File: src/rtl/main_mem_pkg.sv
// main_mem_pkg: shared pipeline bundles, opcodes, stage state and bundle helpers
package main_mem_pkg;
  localparam int DATA_W = 32;
  typedef enum logic [3:0] {
    ALU_NOP, ALU_ADD, ALU_LDB, ALU_LDBU, ALU_LDH, ALU_LDHU, ALU_LDW, ALU_LLW,
    ALU_STB, ALU_STH, ALU_STW, ALU_SCW, ALU_CACOP, ALU_PRELD
  } aluop_t;
  typedef struct packed {
    logic [31:0] pc;
    aluop_t      aluop;
    logic [31:0] mem_addr;
    logic [4:0]  reg_write_addr;
    logic        reg_write_en;
    logic [31:0] reg_write_data;
    logic        is_exception;
  } ex_mem_t;
  typedef struct packed {
    logic [31:0] pc;
    logic [4:0]  reg_write_addr;
    logic        reg_write_en;
    logic [31:0] reg_write_data;
    logic        is_exception;
  } mem_wb_t;
  typedef enum logic [1:0] {IDLE, WAIT, HOLD, DRAIN} mem_state_t;
  function automatic logic is_load(ex_mem_t e);
    return !e.is_exception && (e.aluop inside {ALU_LDB, ALU_LDBU, ALU_LDH, ALU_LDHU, ALU_LDW, ALU_LLW});
  endfunction
  function automatic mem_wb_t to_wb(ex_mem_t e, logic [31:0] d);
    return '{pc: e.pc, reg_write_addr: e.reg_write_addr, reg_write_en: e.reg_write_en,
             reg_write_data: d, is_exception: e.is_exception};
  endfunction
endpackage

File: src/rtl/main_mem_if.sv
// main_mem_if: execute, ctrl, dcache and write-back signals of the memory stage
interface main_mem_if;
  import main_mem_pkg::*;
  ex_mem_t           mem_i;
  logic              mem_valid_i;
  logic              pause;
  logic              flush;
  logic              data_ok;
  logic [DATA_W-1:0] rdata;
  logic              pause_mem;
  mem_wb_t           mem_o;
  logic              mem_valid_o;
  modport master (output mem_i, mem_valid_i, pause, flush, data_ok, rdata,
                  input pause_mem, mem_o, mem_valid_o);
  modport slave (input mem_i, mem_valid_i, pause, flush, data_ok, rdata,
                 output pause_mem, mem_o, mem_valid_o);
endinterface

File: src/rtl/main_mem_load_align.sv
// load_align: selects and sign/zero-extends the loaded byte, half or word
module load_align
  import main_mem_pkg::*;
(
  input  aluop_t      aluop,
  input  logic [1:0]  a,
  input  logic [31:0] rdata,
  output logic [31:0] data
);
  logic [7:0]  b;
  logic [15:0] h;
  assign b = 8'(rdata >> {a, 3'b000});
  assign h = a[1] ? rdata[31:16] : rdata[15:0];
  assign data = aluop == ALU_LDB  ? {{24{b[7]}}, b}
              : aluop == ALU_LDBU ? {24'b0, b}
              : aluop == ALU_LDH  ? {{16{h[15]}}, h}
              : aluop == ALU_LDHU ? {16'b0, h}
              : rdata;
endmodule

File: src/rtl/main_mem.sv
// main_mem: memory-access stage tracking one outstanding dcache load
module main_mem
  import main_mem_pkg::*;
(
  input logic       clk,
  input logic       rst,
  main_mem_if.slave bus
);
  mem_state_t  state, next;
  ex_mem_t     held;
  logic [31:0] aligned, data_q;
  logic        accept, emit, keep;
  mem_wb_t     wb;
  load_align u_align (.aluop(held.aluop), .a(held.mem_addr[1:0]), .rdata(bus.rdata), .data(aligned));
  assign bus.pause_mem = state == WAIT || state == DRAIN;
  always_comb begin
    accept = state == IDLE && bus.mem_valid_i && !bus.pause && !bus.flush;
    next = bus.flush ? (((state == WAIT || state == DRAIN) && !bus.data_ok) ? DRAIN : IDLE)
         : state == IDLE ? ((accept && is_load(bus.mem_i)) ? WAIT : IDLE)
         : state == WAIT ? (bus.data_ok ? (bus.pause ? HOLD : IDLE) : WAIT)
         : state == HOLD ? (bus.pause ? HOLD : IDLE)
         : (bus.data_ok ? IDLE : DRAIN);
    emit = !bus.flush && ((accept && !is_load(bus.mem_i))
                          || (state == WAIT && bus.data_ok && !bus.pause)
                          || (state == HOLD && !bus.pause));
    wb = state == IDLE ? to_wb(bus.mem_i, bus.mem_i.reg_write_data)
                       : to_wb(held, state == WAIT ? aligned : data_q);
    keep = state == IDLE && bus.pause && !bus.flush;
  end
  always_ff @(posedge clk) begin
    if (!rst) begin
      state <= IDLE;
      held <= '0;
      data_q <= '0;
      bus.mem_o <= '0;
      bus.mem_valid_o <= 1'b0;
    end else begin
      state <= next;
      if (accept) held <= bus.mem_i;
      if (state == WAIT && bus.data_ok) data_q <= aligned;
      if (!keep) bus.mem_valid_o <= emit;
      if (emit) bus.mem_o <= wb;
    end
  end
endmodule

File: src/flat_wrapper.sv
// flat-port wrapper written by rule: the top's interface ports become plain ports
module main_mem_flat import main_mem_pkg::*;
  (clk, rst, bus_mem_i, bus_mem_valid_i, bus_pause, bus_flush, bus_data_ok, bus_rdata, bus_pause_mem, bus_mem_o, bus_mem_valid_o);
  main_mem_if bus_i ();
  input logic clk;
  input logic rst;
  input wire logic [$bits(bus_i.mem_i)-1:0] bus_mem_i;
  input wire logic [$bits(bus_i.mem_valid_i)-1:0] bus_mem_valid_i;
  input wire logic [$bits(bus_i.pause)-1:0] bus_pause;
  input wire logic [$bits(bus_i.flush)-1:0] bus_flush;
  input wire logic [$bits(bus_i.data_ok)-1:0] bus_data_ok;
  input wire logic [$bits(bus_i.rdata)-1:0] bus_rdata;
  output wire logic [$bits(bus_i.pause_mem)-1:0] bus_pause_mem;
  output wire logic [$bits(bus_i.mem_o)-1:0] bus_mem_o;
  output wire logic [$bits(bus_i.mem_valid_o)-1:0] bus_mem_valid_o;
  assign bus_i.mem_i = bus_mem_i;
  assign bus_i.mem_valid_i = bus_mem_valid_i;
  assign bus_i.pause = bus_pause;
  assign bus_i.flush = bus_flush;
  assign bus_i.data_ok = bus_data_ok;
  assign bus_i.rdata = bus_rdata;
  assign bus_pause_mem = bus_i.pause_mem;
  assign bus_mem_o = bus_i.mem_o;
  assign bus_mem_valid_o = bus_i.mem_valid_o;
  main_mem u_core (.clk(clk), .rst(rst), .bus(bus_i));
endmodule
File: config.mk
export PLATFORM = sky130hd
export DESIGN_NAME = main_mem_flat
export DESIGN_NICKNAME = d
export VERILOG_FILES = /design/src/rtl/main_mem_pkg.sv /design/src/rtl/main_mem_if.sv /design/src/rtl/main_mem_load_align.sv /design/src/rtl/main_mem.sv /design/src/flat_wrapper.sv
export SDC_FILE = /design/constraint.sdc
export NUM_CORES = 1
export LEC_CHECK = 0
export BUFFER_PORTS_ARGS = -buffer_cell sky130_fd_sc_hd__buf_4
export CORE_MARGIN = 3
export CORE_UTILIZATION = 35
export CTS_CLUSTER_SIZE = 16
export DETAILED_ROUTE_END_ITERATION = 10
export PLACE_DENSITY_LB_ADDON = 0.25
export SYNTH_ARGS = -nofsm -noshare
export SYNTH_HDL_FRONTEND = slang
export SYNTH_SLANG_ARGS = --single-unit
File: constraint.sdc
create_clock -name clk -period 1.9 [get_ports clk]
set_input_delay 0.57 -clock clk [delete_from_list [all_inputs] [get_ports clk]]
set_output_delay 0.57 -clock clk [all_outputs]
set_load 0.02 [all_outputs]
# Word-level counts from Yosys, hierarchy flattened
# Cells that the tools add are included.
# totals
elab_cells	67
regBits	151
out_inout_bits	73
inputBits	145
# classes
reduce_logical	23
n_eq_ne	13
shifts	1
muxes	16
# ops
cell	count
$mux W32	5
$mux W71	1
$shr A32 B5 Y8	1
$eq A4 B3 Y1 const B	6
$eq A4 B2 Y1 const B	4
$mux W16	1
$mux W2	8
$logic_and A1 B1 Y1	13
$reduce_bool A6 Y1	1
$logic_not A1 Y1	5
$eq A2 B2 Y1 const B	2
$logic_or A1 B1 Y1	3
$eq A2 B1 Y1 const B	1
$logic_not A2 Y1	1
$mux W1	1

# Logic depth before layout (Yosys ltp)
# Gate-level depths: netlist of the first run.
# logic_depth
ltp_word	8
ltp_mapped	8
depth_no_buf	4

# Cells and area by module
# A second synthesis of the first run with hierarchy kept.
# hier_totals
cells_unflattened	900
hier_area_um2	7662.3
# modules_own_cells
module	area_per_inst_um2	cells_each	n_inst	seq_area_each_um2
main_mem	6762.7	791	1	3022.9
load_align	899.6	109	1	0.0

# Worst setup path before layout of the first run
# OpenSTA, ideal clock, no wires.
# synth_path
path_kind	input to register
from	in bus_rdata[31]
to	reg u_core.bus.mem_o[12] (netlist name)
setup_ps	131
n_path_buf	1
slack_ps	-64
t_arrival_ps	1833
cell_stages	5
required_time_ps	1769
path_cell_list	mux4_2 and3_4 buf_6 a2111oi_1 o22ai_1
# synth_via
elab_chain_len	4
# synth_rtl
element	line	source
start, declared	flat_wrapper.sv:12	input wire logic [$bits(bus_i.rdata)-1:0] bus_rdata;
$shr A32 B5 Y8	main_mem_load_align.sv:12	assign b = 8'(rdata >> {a, 3'b000});
$mux W32	main_mem_load_align.sv:14	assign data = aluop == ALU_LDB ? {{24{b[7]}}, b}
$mux W32	main_mem.sv:27	: to_wb(held, state == WAIT ? aligned : data_q);
$mux W71	main_mem.sv:26	wb = state == IDLE ? to_wb(bus.mem_i, bus.mem_i.reg_write_data)
# Every way passes these cells.
# A chain may end at the register's enable or synchronous reset.

# Final worst setup path of the first run
# layout_path
from	reg u_core.held[39] (netlist name)
to	reg u_core.bus.mem_o[12] (netlist name)
# layout_via
elab_chain_len	4
# layout_rtl
element	line	source
start, declared	main_mem.sv:10	ex_mem_t held;
start signal, assigned	main_mem.sv:39	if (accept) held <= bus.mem_i;
$shr A32 B5 Y8	main_mem_load_align.sv:12	
$mux W32	main_mem_load_align.sv:14	
$mux W32	main_mem.sv:27	
$mux W71	main_mem.sv:26	
# Every way passes these cells.

==> summary.txt, run 1 <==
Drt
  – Number of DRC markers in iteration 0: around 470
  – Via count: ~7,500
  – Total length of routed wires: ~26,000 um
  – Antenna Nets Post-Route: 0
  – Via count normalized by instance count: ~5.7
  – Uppermost signal routing layer after detailed routing: met4
  – WL/cell: 19.4 um
  – DRC violations left: 0
  – Met3 layer wire length in the routed design: around 2100 um
  – DRT Pass-1 Iters: 5
  – M1 wire length: 11,200 um
  – Met2 wire len: between 10,000 and 15,000 um

Timing
  – Final period util: 0.960
  – Fin Clk Skew: ~11 ps
  – Count of final hold-check violations: 0
  – Number of pins with negative max-slew slack in the final report: 0
  – Final critical-path required period: ~1800 ps
  – Worst-case headroom to the max-slew limit: 0.576
  – Actual transition at the worst max-transition pin: between 600 and 700 ps
  – Total of endpoints with negative setup slack in the final report: 0
  – Achievable frequency: around 0.55 GHz
  – RSZ-0062 raised after global routing: false
  – Worst hold margin: 393 ps

Global route
  – Remaining global-route overflow: 0
  – Via count of the first global-routing pass: about 7,000
  – Pin count of the biggest net entering global routing: 50
  – Global-route usage over all layers: 0.212
  – Initial antenna violation count: 0
  – First-pass GRT wire length: about 40,000 um

Clock network
  – Root buf cell: clkbuf_16
  – Clock tree from TritonCTS: done
  – Total clock sinks: around 150
  – CTS H-tree lvls: 4
  – Max Buffers Root-to-Sink: 2
  – Clock-pin slew on the worst setup and hold paths: roughly 70 ps
  – Insertion delay of the later-clocked pin in the worst-skew pair: around 430 ps
  – Total clock buffers created by CTS: 17

Power and ir drop
  – Peak supply drop: ~600 uV
  – Total power density per cell area: roughly 790 mW/mm^2
  – Switching part of the total: 0.277
  – Combinational power share: 0.139
  – Clock power frac: 0.444
  – Leakage: 4.48 nW
  – Sequential fraction of design power: 0.417
  – Switching power: roughly 2.2 mW
  – Internal cell power: around 5.8 mW

Floorplan
  – Chip height: 152 um
  – Die Area: approximately 0.023 sq mm
  – Boundary pin count: 218
  – Starting density of the core: 0.362
  – Floorplan row count: 52
  – Die boundary width: around 150 um
  – Placeable core region: ~0.021 sq mm

Worst setup path
  – CP Launch Type: flop
  – Arr. time, crit path: 2130 ps
  – CP Data Required Time: about 2200 ps
  – Class of the most critical setup path: reg -> reg
  – Nature of the critical path endpoint: flop
  – Largest fanout on the critical path: 14

Synthesis
  – Yosys warns: 0
  – Number of flops mapped to enable cells by yosys: 0
  – Post-synthesis net count: about 1,000
  – Share of async-settable or async-resettable flops after synthesis: 0
  – Cell type contributing the most total cell area after synthesis: dfxtp_1
  – Cell with the most instances after synthesis: nand2_1
  – Area share of the leading cell type in the synthesized netlist: 0.405
  – Number of distinct library cells after synthesis: 62
  – #FFs+latches synth: around 150
  – Cell area after synthesis: 0.00747 sq mm
  – Share of synthesized area occupied by flip-flops and latches: 0.405
  – Commonest cells in the synthesized netlist: nand2_1, dfxtp_1, a21oi_1
  – Cells taking the most area after synthesis: dfxtp_1, nand2_1, o211a_1
  – Post-Synthesis Cells: ~860
  – Mean Syn Cell Area: 8.67 sq um
  – Post-synth top flop: dfxtp_1

Finish
  – Total Nets Final: roughly 1,200
  – Ant diodes: 0
  – Utilization after layout: 0.492
  – Cell area after layout: approximately 0.010 sq mm
  – Layout cell share with drive strength beyond 1: 0.313
  – Fill cells: roughly 2,000
  – Synthesis-to-finish area growth: 35.9%

Placed design
  – Instance area after placement: between 0.009 and 0.01 sq mm
  – # port buffers: between 150 and 200
  – Hpwl dp: 17,700 um
  – Final estimated routing congestion in global placement: about 0.84

Job
  – Maxcap violations: 0

Outcome
  – Outcome: finished, final reports clean

Hold path
  – Class of the most critical hold timing path: in -> reg
[power groups by stage]
stage	Combinational, mW	Sequential [mW]	Clock (mW)
final	1.11	3.34	3.55
after CTS	1.11	3.34	3.61
after detailed placement	1.11	3.41	0
after global routing	1.20	3.35	3.74
after global placement	1.10	3.41	0
after floorplan	0.459	3.49	0
[cell usage in the layout (no fill, tap or decap), types with 8 or more instances in the layout]
| cell type | synthesis | layout |
|---|---|---|
| o221ai_1 | 10 | 10 |
| a21oi_1 | 65 | 64 |
| o21ai_0 | 16 | 16 |
| buf_12 | 0 | 13 |
| a22o_1 | 24 | 24 |
| inv_1 | 25 | 25 |
| mux2i_1 | 8 | 8 |
| dfxtp_1 | 151 | 147 |
| a32o_1 | 9 | 9 |
| a221oi_2 | 8 | 9 |
| a221oi_1 | 21 | 20 |
| buf_4 | 1 | 236 |
| o22ai_1 | 10 | 10 |
| o211a_1 | 39 | 39 |
| clkbuf_16 | 0 | 17 |
| a211oi_1 | 18 | 18 |
| o2111ai_1 | 39 | 39 |
| a311oi_1 | 9 | 9 |
| nand2_1 | 212 | 212 |
[worst max-delay path: stages (launching register included)]
cell and delay (ps):
dfxtp_2 370, mux4_2 580, and3_4 250, a2111oi_2 390
o22ai_1 120
[path summary, 6_finish.rpt]
kind | slack (ps) | start | end | cells after the start
setup / recovery | 80 | u_core.held[39]$_SDFFE_PN0P_ | u_core.bus.mem_o[12]$_SDFFE_PN0P_ | 4
hold reg to reg | 460 | u_core.held[91]$_SDFFE_PN0P_ | u_core.held[91]$_SDFFE_PN0P_ | 2
setup reg to reg | 80 | u_core.held[39]$_SDFFE_PN0P_ | u_core.bus.mem_o[12]$_SDFFE_PN0P_ | 4
hold / removal | 390 | bus_mem_i[81] | u_core.held[81]$_SDFFE_PN0P_ | 3
[area by class of cell]
class                      instances  area (sq um)  area share
clock buffer                      17           425      0.0419
clock inverter                    15           181      0.0179
inverter                          26          97.6     0.00961
multi-input combinational        594          4040       0.398
sequential                       151          3030       0.298
tap                              270           338      0.0333
timing repair buffer             250          2040       0.201
[state kept, by name (all words and copies together), names as in the netlist]
signal and cells:
u_core.state 2, u_core.bus.mem_o 71, u_core.held 45, u_core.bus.mem_valid_o 1, u_core.data_q 32
[kinds of logic (layout without fill, tap and decap cells)]
group | after synthesis | in the layout | synth area share
compound gates | 319 | 319 | 0.340
simple gates | 252 | 252 | 0.142
flops | 151 | 151 | 0.405
buf+inv | 117 | 308 | 0.0662
mux | 23 | 23 | 0.0474
[layer usage]
metal,up-vias,GRT usage
li1,3605,-
met1,3615,0.286
met2,300,0.338
met3,27,0.0589
met4,0,0.0501
met5,-,0
[per-stage QoR]
step,setup slack [ps],cells,total power [mW],setup TNS (ps)
final,75.7,1323,8.01,0
after global routing,3.54,1323,8.30,0
after CTS,29.9,1322,8.06,0
after detailed placement,-233,1290,4.52,-5940
after global placement,-225,1290,4.51,-5610
after floorplan,-20.0,862,3.95,-79.9
[timing repair]
item,4_1_cts,5_1_grt
setup buffers,0,1
hold buffers,0,0
setup endpoints to repair,6,42
pin swaps,1,4
gates resized for setup,2,12
(Power assumes the default switching activity.)
==> inputs of run 2 (changes only) <==
--- a/config.mk
+++ b/config.mk
@@ -10,7 +10,7 @@
 export CORE_UTILIZATION = 35
 export CTS_CLUSTER_SIZE = 16
 export DETAILED_ROUTE_END_ITERATION = 10
-export PLACE_DENSITY_LB_ADDON = 0.25
+export PLACE_DENSITY = 0.65
 export SYNTH_ARGS = -nofsm -noshare
 export SYNTH_HDL_FRONTEND = slang
 export SYNTH_SLANG_ARGS = --single-unit
==> run 2 against run 1 <==
Net effect:
- sequential cell count unchanged
- largest cell class unchanged
- via count increased by 0.70%
- clock power decreased by 2%
- global-route usage increased by 0.83 points
- routed wire length increased by 3.3%
- first-iteration DRC count increased by 35%
==> summary.txt, run 2 (same netlist as run 1, synthesis figures left out) <==
Clock network
  – CTS H-tree lvls: 4
  – Max Buffers Root-to-Sink: 2
  – Root buf cell: clkbuf_16
  – Clock tree from TritonCTS: done
  – Total clock buffers created by CTS: 17
  – Insertion delay of the later-clocked pin in the worst-skew pair: between 400 and 500 ps
  – Total clock sinks: 151
  – Quantity of hold-fixing buffers added after cts: 0
  – Clock-pin slew on the worst setup and hold paths: roughly 60 ps

Worst setup path
  – Class of the most critical setup path: reg -> reg
  – Largest fanout on the critical path: 15
  – Reg-to-reg setup timing slack: between 40 and 50 ps
  – CP Launch Type: flop
  – Cell family with most CP delay: multiplexers
  – Nature of the critical path endpoint: flop
  – Chain of cells forming the critical path: mux4_2 > and3_4 > a2111oi_4 > o22ai_1
  – CP Data Required Time: about 2200 ps
  – Total buffers and inverters traversed by the critical path: 0
  – CP max-delay cell: mux4_2
  – Largest stage delay on the critical path: ~590 ps
  – Arr. time, crit path: 2160 ps

Timing
  – Final critical-path required period: ~1900 ps
  – Final period util: 0.979
  – Total of endpoints with negative setup slack in the final report: 0
  – Number of pins with negative max-slew slack in the final report: 0
  – Actual transition at the worst max-transition pin: approximately 620 ps
  – Count of final hold-check violations: 0
  – Worst-case headroom to the max-slew limit: 0.586
  – Achievable frequency: between 0.5 and 0.6 GHz
  – RSZ-0062 raised after global routing: false
  – Fin Clk Skew: approximately 8.9 ps

Drt
  – DRC violations left: 0
  – Via count: ~7,600
  – Antenna Nets Post-Route: 0
  – DRT Pass-1 Iters: 7
  – Number of DRC markers in iteration 0: around 630
  – Via count normalized by instance count: 5.73
  – WL/cell: ~20 um
  – Total length of routed wires: ~26,000 um

Finish
  – Layout cell share with drive strength beyond 1: 0.317
  – Ant diodes: 0
  – Biggest registers after layout: u_core.bus.mem_o: 71 flops, u_core.held: 45 flops, u_core.data_q: 32 flops
  – Most frequent cells in the layout: buf_4, nand2_1, dfxtp_1
  – Top reg by flops: u_core.bus.mem_o
  – Most common cell after layout, fill and taps aside: buf_4
  – Total Nets Final: between 1,000 and 1,500
  – Synthesis-to-finish area growth: 35.8%
  – Number of flip-flops in the largest register: slightly above 70
  – Post-route insts no fill: approximately 1,300
  – Utilization after layout: 0.492
  – Fill cells: about 2,000

Outcome
  – Outcome: finished, final reports clean

Floorplan
  – Starting density of the core: 0.362
  – Floorplan row count: 52
  – Placeable core region: roughly 0.021 sq mm
  – Die boundary width: between 150 and 200 um
  – Boundary pin count: about 220
  – Chip height: approximately 150 um
  – Die Area: roughly 0.023 sq mm

Global route
  – Remaining global-route overflow: 0
  – Pin count of the biggest net entering global routing: 49
  – Via count of the first global-routing pass: roughly 7,500
  – Initial antenna violation count: 0
  – First-pass GRT wire length: ~42,000 um
  – Global-route usage over all layers: 0.220

Power and ir drop
  – Total power density per cell area: 784 mW/mm^2
  – Power, Total: 7.95 mW
  – Leakage: around 4.5 nW
  – Peak supply drop: 612 uV

Placed design
  – Total instance count after detailed placement: 1,294
  – Final estimated routing congestion in global placement: 0.845
  – Hpwl dp: 17,800 um
  – # port buffers: 187

Job
  – Maxcap violations: 0

Hold path
  – Class of the most critical hold timing path: in -> reg
-- run 2: final cells by class --
cell class	instances	area, sq um	share of cell area
Inverter	26	97.6	0.00962
Clock inverter	9	115	0.0113
Timing Repair Buffer	254	2020	0.199
Clock buffer	22	484	0.0477
Tap cell	270	338	0.0333
Sequential cell	151	3030	0.299
Multi-Input combinational cell	594	4060	0.400
-- run 2: what timing repair did --
action                                  4_1_cts  5_1_grt
gates resized for setup                       1       15
endpoints found under the hold margin         0        0
gates cloned                                  0        0
endpoints found under the setup margin        5       31
setup buffers                                 0        1
pin swaps                                     1        2
-- run 2: path summary, 6_finish.rpt --
kind,start,end,depth (start not counted)
worst max-delay path,u_core.held[39]$_SDFFE_PN0P_,u_core.bus.mem_o[13]$_SDFFE_PN0P_,4
worst min register to register,u_core.held[97]$_SDFFE_PN0P_,u_core.held[97]$_SDFFE_PN0P_,2
worst max register to register,u_core.held[39]$_SDFFE_PN0P_,u_core.bus.mem_o[13]$_SDFFE_PN0P_,4
worst min-delay path,bus_mem_i[104],u_core.held[104]$_SDFFE_PN0P_,3
-- run 2: report_power, final --
group	internal (mW)	switching, mW	total [mW]
Combinational	0.517	0.607	1.12
Sequential	3.28	0.0662	3.34
Clock	2.08	1.41	3.49
Total	5.87	2.08	7.95
-- run 2: worst reg2reg max path, stage by stage, from the launching register on --
cell and delay [ps]:
dfxtp_2 380, mux4_2 590, and3_4 290, a2111oi_4 360
o22ai_1 110
-- run 2: per-layer routing --
layer / track usage / up-vias / share of wire / wire length, um
met5: 0 / - / 0 / 0
met2: 0.355 / 344 / 0.47 / 12400
li1: - / 3605 / - / -
met1: 0.291 / 3611 / 0.42 / 11200
met3: 0.0626 / 40 / 0.087 / 2300
met4: 0.0616 / 0 / 0.022 / 577
-- run 2: stage by stage --
step / hold slack, ps / cell area, sq um / worst slack, ps / setup TNS [ps]
floorplan: 437 / 7480 / -20.0 / -79.9
global placement: 442 / 9480 / -229 / -5290
detailed placement: 447 / 9480 / -255 / -5950
CTS: 385 / 10100 / 1.57 / 0
global route: 389 / 10100 / 9.44 / 0
finish: 398 / 10100 / 40.4 / 0
==> inputs of run 3 (changes only) <==
--- a/config.mk
+++ b/config.mk
@@ -5,6 +5,7 @@
 export SDC_FILE = /design/constraint.sdc
 export NUM_CORES = 1
 export LEC_CHECK = 0
+export ABC_AREA = 1
 export BUFFER_PORTS_ARGS = -buffer_cell sky130_fd_sc_hd__buf_4
 export CORE_MARGIN = 3
 export CORE_UTILIZATION = 35
==> run 3 against run 2 <==
Net effect:
- worst setup slack improved by 190 ps
- critical path depth rose by 5
- clock-buffer cell count fell by 5
- fmax rose by 12%
- final area fell by 4.9%
- die area fell by 2.5%
- largest cell class unchanged
==> summary.txt, run 3 <==
Power and ir drop
  – Clock power frac: 0.435
  – Switching part of the total: 0.280
  – Switching power: ~2.3 mW
  – Sequential fraction of design power: 0.415
  – Combinational power share: 0.150
  – Leakage: 4.62 nW
  – Total power density per cell area: roughly 840 mW/mm^2
  – Internal cell power: slightly below 6 mW
  – Peak supply drop: between 600 and 700 uV

Synthesis
  – Yosys warns: 0
  – Area share of the leading cell type in the synthesized netlist: 0.416
  – Number of flops mapped to enable cells by yosys: 0
  – #FFs+latches synth: around 150
  – Post-Synthesis Cells: between 1,000 and 1,500
  – Commonest cells in the synthesized netlist: nand2_1, dfxtp_1, o21ai_0
  – Cells taking the most area after synthesis: dfxtp_1, nand2_1, o21ai_0
  – Cell area after synthesis: 0.00727 sq mm
  – Mean Syn Cell Area: ~6.8 sq um
  – Post-synth top flop: dfxtp_1
  – Number of distinct library cells after synthesis: 29
  – Share of synthesized area occupied by flip-flops and latches: 0.416
  – Cell type contributing the most total cell area after synthesis: dfxtp_1
  – Share of async-settable or async-resettable flops after synthesis: 0
  – Post-synthesis net count: 1,213
  – Cell with the most instances after synthesis: nand2_1

Placed design
  – Instance area after placement: ~0.009 sq mm
  – Hpwl dp: 15,900 um
  – Total instance count after detailed placement: roughly 1,500
  – # port buffers: roughly 190
  – Final estimated routing congestion in global placement: around 0.89

Drt
  – WL/cell: around 15 um
  – Antenna Nets Post-Route: 0
  – DRC violations left: 0
  – Number of DRC markers in iteration 0: between 300 and 400
  – Total length of routed wires: approximately 22,000 um
  – Via count: around 7,300
  – DRT Pass-1 Iters: 5
  – Via count normalized by instance count: 4.83

Finish
  – Utilization after layout: 0.475
  – Most common cell after layout, fill and taps aside: buf_4
  – Total Nets Final: ~1,400
  – Top reg by flops: u_core.bus.mem_o
  – Post-route insts no fill: about 1,500
  – Number of flip-flops in the largest register: approximately 70
  – Multi-input combinational cell area: between 0.003 and 0.004 sq mm
  – Layout cell share with drive strength beyond 1: 0.218
  – Fill cells: between 2,000 and 2,500
  – Combined flip-flop and latch cell area: roughly 0.003 sq mm
  – Biggest registers after layout: u_core.bus.mem_o: 71 flops, u_core.held: 45 flops, u_core.data_q: 32 flops
  – Synthesis-to-finish area growth: 32.7%
  – Cell area after layout: around 0.0097 sq mm
  – Most frequent cells in the layout: buf_4, nand2_1, dfxtp_1

Global route
  – First-pass GRT wire length: 35,100 um
  – Initial antenna violation count: 1
  – Remaining global-route overflow: 0
  – Global-route usage over all layers: 0.197
  – Pin count of the biggest net entering global routing: a little under 80
  – Via count of the first global-routing pass: slightly below 7,000

Floorplan
  – Die boundary width: 150 um
  – Chip height: about 150 um
  – Placeable core region: roughly 0.020 sq mm
  – Boundary pin count: approximately 220
  – Starting density of the core: 0.358
  – Floorplan row count: 52
  – Die Area: around 0.023 sq mm

Clock network
  – Total clock sinks: 151
  – Root buf cell: clkbuf_16
  – Clock-pin slew on the worst setup and hold paths: 60 ps
  – CTS H-tree lvls: 4
  – Insertion delay of the later-clocked pin in the worst-skew pair: 420 ps
  – Setup Buffers After CTS: 0
  – Max Buffers Root-to-Sink: 2
  – Quantity of hold-fixing buffers added after cts: 0
  – Total clock buffers created by CTS: 17
  – Clock tree from TritonCTS: done
  – Gates resized, CTS repair: 0

Timing
  – Number of pins with negative max-slew slack in the final report: 0
  – Final period util: 0.877
  – Final critical-path required period: 1670 ps
  – Total of endpoints with negative setup slack in the final report: 0
  – Achievable frequency: roughly 0.6 GHz
  – Fin Clk Skew: around 11 ps
  – Actual transition at the worst max-transition pin: 367 ps
  – RSZ-0062 raised after global routing: false
  – Worst hold margin: 411 ps
  – Worst-case headroom to the max-slew limit: 0.755
  – Total Negative Setup Slacks: 0 ps
  – Count of final hold-check violations: 0

Worst setup path
  – CP Data Required Time: approximately 2200 ps
  – Arr. time, crit path: between 1500 and 2000 ps
  – Largest fanout on the critical path: 12
  – Worst Reg2Reg Path Length in Cells: 9
  – Class of the most critical setup path: reg -> reg
  – Nature of the critical path endpoint: flop
  – CP Launch Type: flop

Outcome
  – Outcome: finished, final reports clean

Job
  – Maxcap violations: 0

Hold path
  – Class of the most critical hold timing path: in -> reg
  – Worst Hold Path Cells: 2
[run 3: logic make-up after synthesis]
kind of cell	count (synthesis)	share of synthesized area
flip-flops	151	0.416
AO/OA/AOI/OAI	330	0.256
AND/OR/NAND/NOR	393	0.220
buffers and inverters	194	0.108
[run 3: layer usage]
layer	routed length, um	part of all wire	up-vias	GRT usage
met5	0	0	-	0
met4	309	0.014	0	0.0494
met3	2070	0.092	19	0.0738
met2	10500	0.47	193	0.329
met1	9480	0.42	3268	0.240
li1	-	-	3822	-
[run 3: per-stage QoR]
stage          power, mW  setup slack (ps)
2_1_floorplan       4.10               202
3_3_place_gp        4.62              48.9
3_5_place_dp        4.64              34.4
4_1_cts             8.16               223
5_1_grt             8.44              32.0
6_report            8.08               233
[run 3: power groups by stage]
| stage | combinational [mW] | clock (mW) | sequential, mW |
|---|---|---|---|
| finish | 1.21 | 3.51 | 3.36 |
| CTS | 1.22 | 3.59 | 3.36 |
| floorplan | 0.587 | 0 | 3.51 |
| detailed placement | 1.21 | 0 | 3.43 |
| global route | 1.35 | 3.72 | 3.37 |
| global placement | 1.20 | 0 | 3.42 |
[run 3: critical path: stages, from the launching register on]
cell,delay (ps)
dfxtp_1,340
inv_2,50
nor2_2,240
nand3_1,230
inv_2,240
nand2_1,70
nand3_1,120
nand2_1,100
o21ai_1,120
inv_1,40
[run 3: area by class of cell]
class	instances	share of cell area
diodes	1	0.000259
clock buffers	17	0.0441
clock inverters	15	0.0192
inverters	114	0.0443
multi-input cells	723	0.360
flip-flops and latches	151	0.313
well taps	270	0.0350
repair buffers	221	0.184
[run 3: path summary, 6_finish.rpt]
kind                                                    from                             end  slack (ps)
worst max-delay path            u_core.held[73]$_SDFFE_PN0P_  u_core.data_q[11]$_SDFFE_PN0N_         230
worst min-delay path                               bus_flush      u_core.state[1]$_SDFF_PN0_         410
worst max register to register  u_core.held[73]$_SDFFE_PN0P_  u_core.data_q[11]$_SDFFE_PN0N_         230
worst min register to register  u_core.held[82]$_SDFFE_PN0P_    u_core.held[82]$_SDFFE_PN0P_         450
